--- src/rtl/register.sv ---
// Clocked WIDTH-bit storage register with synchronous active-high reset on rst_n
// and a load enable; out is the registered contents with no combinational path.
module register #(
  parameter int unsigned          WIDTH       = 8,
  parameter logic [WIDTH-1:0]     RESET_VALUE = '0
) (
  input  logic             clk,
  input  logic             rst_n,
  input  logic             load,
  input  logic [WIDTH-1:0] data,
  output logic [WIDTH-1:0] out
);

  logic [WIDTH-1:0] value_q;
  logic [WIDTH-1:0] value_d;

  // Next value: capture data when loading, otherwise hold.
  always_comb begin
    value_d = value_q;
    if (load) begin
      value_d = data;
    end
  end

  // rst_n is an active-high synchronous reset and takes priority over load.
  always_ff @(posedge clk) begin
    if (rst_n) begin
      value_q <= RESET_VALUE;
    end else begin
      value_q <= value_d;
    end
  end

  assign out = value_q;

endmodule

--- config.mk ---
export PLATFORM = sky130hd
export DESIGN_NAME = register
export DESIGN_NICKNAME = d
export VERILOG_FILES = /design/src/rtl/register.sv
export SDC_FILE = /design/constraint.sdc
export NUM_CORES = 1
export LEC_CHECK = 0
export ABC_AREA = 1
export CAP_MARGIN = 20
export CORE_AREA = 2 2 39 41
export CTS_CLUSTER_DIAMETER = 50
export DETAILED_ROUTE_END_ITERATION = 8
export DIE_AREA = 0 0 41 43
export GPL_TIMING_DRIVEN = 0
export MAX_ROUTING_LAYER = met4
export PLACE_DENSITY_LB_ADDON = 0.15
export SYNTH_ARGS = -nofsm -noshare
export SYNTH_HDL_FRONTEND = slang
export SYNTH_SLANG_ARGS = --single-unit
--- constraint.sdc ---
create_clock -name clk -period 0.8 [get_ports clk]
set_clock_uncertainty 0.05 [all_clocks]
set_input_delay 0.12 -clock clk [delete_from_list [all_inputs] [get_ports clk]]
set_output_delay 0.12 -clock clk [all_outputs]
set_load 0.005 [all_outputs]
---- Word level (Yosys, flattened, before mapping) ----
Cells that the tools add are included.
storage, ports and cells
  register bits ........................... 8
  input bits .............................. 11
  output and inout port bits .............. 8
  logic and storage cells ................. 1

---- Depth between registers and ports, before layout ----
Gate-level depths: netlist of run 1.
  depth after elaboration ................. 0
  depth in mapped cells ................... 5
  mapped depth without buffers ............ 4

---- Worst setup path after synthesis of run 1 ----
OpenSTA, ideal clock, no wires.
  path kind ............................... input to register
  start point ............................. input port load
  end point ............................... register value_q[6], in the netlist out[6]
  library setup time ...................... 0.114 ns
  data arrival time ....................... 0.510 ns
  data required time ...................... 0.636 ns
  path slack .............................. 0.126 ns
  stages .................................. 4
  buffers on the path ..................... 2
  cell sequence ........................... buf_6 > buf_6 > nor2_1 > nor2_2
RTL lines
  what                  line  source
  start, declared       9     input logic load,
  end signal, assigned  30    value_q <= value_d;
  end, declared         14    logic [WIDTH-1:0] value_q;

---- Worst setup path after layout of run 1 ----
  start point ............................. register value_q[1], in the netlist out[1]
  end point ............................... output port out[1]
RTL lines
  what           line  source
  end, declared  11    output logic [WIDTH-1:0] out
No word-level cell between the ends.

==> run metrics, run 1 <==
status=finished, violations left; failing checks=setup timing; dominant synthesized flop cell=dfxtp_1; final cell utilization of the core=between 30% and 40%; Most Crowded Layer GR=met1; DP Area=between 500 and 600 um2; Die Y=~43 um; met2 usage=8.438%; Synth area leaders=dfxtp_1 (47%), nand2_1 (16%), nor2_1 (16%), inv_1 (9.9%), buf_6 (6.6%); clock transition at the registers of the reported paths=~0.050 ns; Final Total Pwr=~0.9 mW; slowest CP cell=dfxtp_2; vias in the first global route=between 200 and 250; hold_ws=0.07706 ns; Final Setup Violations=8; #FFs+latches synth=8; final wirelength=approximately 670 um; Final WS setup=-0.04628 ns; die footprint=~1800 um2; M1 GR Usage=roughly an eighth; worst min path class=primary input to flip-flop; HPWL after DPL=about 500 um; Initial Utilization=approximately a quarter; Leak=0.2927 nW; # rows=14; max-cap violations=0; clk buf depth=2; critical path class=flip-flop to output pin; GP Congestion=0.5831; DRT Pass-1 Iters=2; Synth top area share=between 40% and 50%; Worst Setup End Kind=output pin; synthesized area per cell=~6.7 um2; sequence of cells on the critical path=buf_2; clock root buffer=clkbuf_4; cell family with most CP delay=flip-flops; first-pass GRT wire length=972 um; Final Slew Violations=0; Post-synth ARST share=0%; Final Cell Area=between 500 and 600 um2; final worst-path cycle share=105.8%; DRC violations left=0; post-synthesis cell count=between 50 and 60; CTS Hold Buffers Added=0; Mapped Area=approximately 340 um2; minimum clock period=0.8463 ns; Commonest cells post-synth=nand2_1 (15), nor2_1 (15), inv_1 (9); layout net count=84; routed len/inst=approximately 7.7 um; # clock sinks=8; met3 GRT Util=~4.2%; Final Hold Vio Count=0; max reg flops=8; PwrDens=~1700 nW/um2; antenna-violating nets left=0; DR vias/cell=about 3.8; CTS Buf Count=3; Netlist cell types=7; Total GRT Usage=under 10%; sequential area share after synthesis=a little under half; number of H-tree levels=1; largest net degree at the start of global routing=11; CP Max Fanout=2; Core ar.=1384 um2; Critical path buffers and inverters=1; arrival time worst endpoint=0.68 ns; maximum VDD drop=about 0.00095 V; RSZ-0062 raised after global routing=true; initial antenna violation count=0; cell taking the most area after synthesis=dfxtp_1; worst slew pin tran=roughly 0.13 ns; critical path launch point type=flip-flop; synthesized net count=a little over 60; Top Ports=19; Slew Limit Headroom=between 90 and 100%; required time of the critical path=0.63 ns; die width=around 41 um; FMAX=roughly 1200 MHz; P&R area growth vs syn=57.14%; CTS tree=yes; vias=between 300 and 400; Filler Cells Inserted=167; register-to-register setup slack=0.18 ns; # diodes=0; Post-synth EDFFs=0; initial DRC count=2; Worst-Skew Late Latency=0.24 ns; slowest stage delay, CP=between 0.3 and 0.4 ns; PortBufs=17; share of cells above drive strength 1=~34%; Ys Warns=0; gr ovfl total=0
[cell usage in the layout, fill, tap and decap left out, drive strengths merged]
cell type / n
buf: 10
clkbuf: 3
clkdlybuf4s50: 9
dfxtp: 8
inv: 9
nand2: 16
nor2: 16
[layer usage]
metal | vias to the layer above | routed length (um)
met5 | - | 0
met4 | 0 | 0
met3 | 0 | 94
met2 | 15 | 254
met1 | 135 | 325
li1 | 182 | -
[area by class of cell]
class	count	area (um2)	area share, %
Sequential cell	8	170.2	31.70
Clock buffer	3	22.52	4.196
Buffer	2	22.52	4.196
Inverter	9	33.78	6.294
Timing Repair Buffer	17	142.6	26.57
Tap cell	16	20.02	3.730
Multi-Input combinational cell	32	125.1	23.31
[power breakdown]
part	switching, mW	internal [mW]	leakage, nW
clock network	0.131	0.171	0.0138
logic	0.0641	0.0982	0.210
registers	0.0133	0.432	0.0688
total	0.208	0.702	0.293
[per-stage QoR]
| stage | std cells | TNS [ns] | worst slack [ns] |
|---|---|---|---|
| floorplan | 51 | 0 | 0.1258 |
| global placement | 84 | -2.958 | -0.2046 |
| detailed placement | 84 | -2.988 | -0.2134 |
| CTS | 87 | -0.4108 | -0.05296 |
| global route | 87 | -0.4779 | -0.06633 |
| finish | 87 | -0.3393 | -0.04628 |
[final timing paths]
check / start / to / cells past startpoint
setup reg to reg: out[5] / out[5] / 2
hold / removal: load / out[2] / 4
setup / recovery: out[1] / out[1] / 1
hold reg to reg: out[2] / out[2] / 2
[kinds of logic after synthesis]
| kind of cell | share of synthesized area [%] |
|---|---|
| DFF | 46.89 |
| buffers and inverters | 16.48 |
| and+or+nand+nor | 36.63 |
[worst min-delay path, delay by kind of cell]
kind | cells | cell delay, ns
simple gates | 3 | 0.13
buf+inv | 1 | 0.09
[timing repair]
action	4_1_cts	5_1_grt
gates resized for setup	40	3
buffers inserted	0	0
endpoints found under the hold margin	0	0
endpoints found under the setup margin	8	16
(Power assumes the default switching activity.)
==> run 2, diff against run 1 <==
- CORE_AREA: 2 2 39 41 -> 4 4 41 43
- DIE_AREA: 0 0 41 43 -> 0 0 45 47
==> run metrics, run 2 (synthesized netlist as in run 1, its figures left out) <==
clock transition at the registers of the reported paths=0.06 ns (about the same); GP Congestion=0.6126 (+5.1%); DP Area=530.5 um2 (-0.24%); Final Slew Violations=0 (unchanged); slowest stage delay, CP=0.32 ns (about the same); final wirelength=720 um (+6.8%); register-to-register setup slack=0.17 ns (about the same); status=finished, violations left; CTS Hold Buffers Added=0 (unchanged); share of cells above drive strength 1=33.80% (unchanged); clock root buffer=clkbuf_4; Worst Setup End Kind=output pin; final worst-path cycle share=107.6% (+1.8 points); max-cap violations=0 (unchanged); maximum VDD drop=0.0006492 V (-32%); required time of the critical path=0.63 ns (about the same); RSZ-0062 raised after global routing=true; number of H-tree levels=1 (unchanged); pre-CTS WS=-0.2147 ns (-0.001253 ns); layout net count=84 (unchanged); HPWL after DPL=539.9 um (+9.5%); largest net degree at the start of global routing=11 (unchanged); hold_sp=load; cell family with most CP delay=flip-flops; clk buf depth=2 (unchanged); Total GRT Usage=8.674% (+0.14 points); routed len/inst=8.372 um (+8.1%); vias=324 (-2.4%); failing checks=setup timing; Initial Utilization=26.25% (+1.6 points); first-pass GRT wire length=1138 um (+17%); worst reg2reg startpoint=out[6]; die width=45 um (+9.8%); # diodes=0 (unchanged); Filler Cells Inserted=155 (-7.2%); PwrDens=1699 nW/um2 (+0.30%); Slew Limit Headroom=91.31% (-0.13 points); arrival time worst endpoint=0.69 ns (about the same); CTS Buf Count=3 (unchanged); WP depth=1 (unchanged); CP Max Fanout=2 (unchanged); hold_ws=0.07394 ns (-0.003118 ns); # clock sinks=8 (unchanged); PortBufs=17 (unchanged); Crit. Startpoint=out[0]; sequence of cells on the critical path=buf_2; most frequent cells in the layout=nor2_1 (15), nand2_1 (15), clkdlybuf4s50_1 (9); slowest CP cell=dfxtp_2; Core ar.=1301 um2 (-6.0%); worst min path class=primary input to flip-flop; DRT Pass-1 Iters=2 (unchanged); Die Y=47 um (+9.3%); FMAX=1162 MHz (-1.7%); max reg flops=8 (unchanged); Worst-Skew Late Latency=0.25 ns (about the same); P&R area growth vs syn=58.61%; CTS tree=yes; Leak=0.2940 nW (+0.43%); Final Cell Area=541.8 um2 (+0.93%); Final WS setup=-0.06081 ns (-0.01453 ns); Top Ports=19 (unchanged); initial DRC count=2 (unchanged); vias in the first global route=300 (+23%); initial antenna violation count=0 (unchanged); Final Hold Vio Count=0 (unchanged); gr ovfl total=0 (unchanged); # rows=13 (-1); antenna-violating nets left=0 (unchanged); critical path class=flip-flop to output pin; reg2reg path depth=2 (unchanged); Critical path buffers and inverters=1 (unchanged); worst slew pin tran=0.1302 ns (+0.001957 ns); critical path launch point type=flip-flop; DR vias/cell=3.767 (-1.3%); minimum clock period=0.8608 ns (+0.01453 ns); Final Setup Violations=8 (unchanged); DRC violations left=0 (unchanged); die footprint=2115 um2 (+20%); hold path depth=4 (unchanged)
[run 2: cell counts in the layout (fill, tap and decap cells not counted)]
Identical to the previous run, type by type.
[run 2: worst paths after layout]
check | to
max | out[0]
min | out[0]
max reg2reg | out[6]
min reg2reg | out[7]
[run 2: final cells by class]
class                      count  area (um2)  share of cell area [%]
timing repair buffer          17       148.9                   27.48
sequential                     8       170.2                   31.41
clock buffer                   3       22.52                   4.157
buffer                         2       22.52                   4.157
multi-input combinational     32       125.1                   23.09
inverter                       9       33.78                   6.236
tap                           15       18.77                   3.464
[run 2: repair_timing]
item | 4_1_cts | 5_1_grt
pin swaps | 0 | 0
resized for setup | 40 | 4
endpoints found under the setup margin | 8 | 11
buffers inserted | 0 | 0
[run 2: per-layer routing]
layer / global-route usage, % / vias up / share of wire (%)
met3: 2.682 / 2 / 7.1
met5: - / - / 0
met4: 12.28 / 0 / 3.9
met1: 8.028 / 129 / 42
met2: 12.15 / 10 / 47
li1: - / 183 / -
[run 2: metrics by stage]
stage | cells | utilization (%) | total power [mW] | TNS, ns
after global placement | 83 | 40.77 | 0.6311 | -2.964
after detailed placement | 83 | 40.77 | 0.6318 | -2.956
after CTS | 86 | 40.19 | 0.9321 | -0.5254
final | 86 | 41.63 | 0.9207 | -0.3810
after floorplan | 51 | - | 0.5239 | 0
after global routing | 86 | 41.63 | 0.9890 | -0.6345
[run 2: power breakdown]
part	switching, mW	internal, mW	total, mW
logic	0.0640	0.102	0.166
registers	0.0146	0.432	0.447
clock network	0.136	0.172	0.308
total	0.215	0.706	0.921
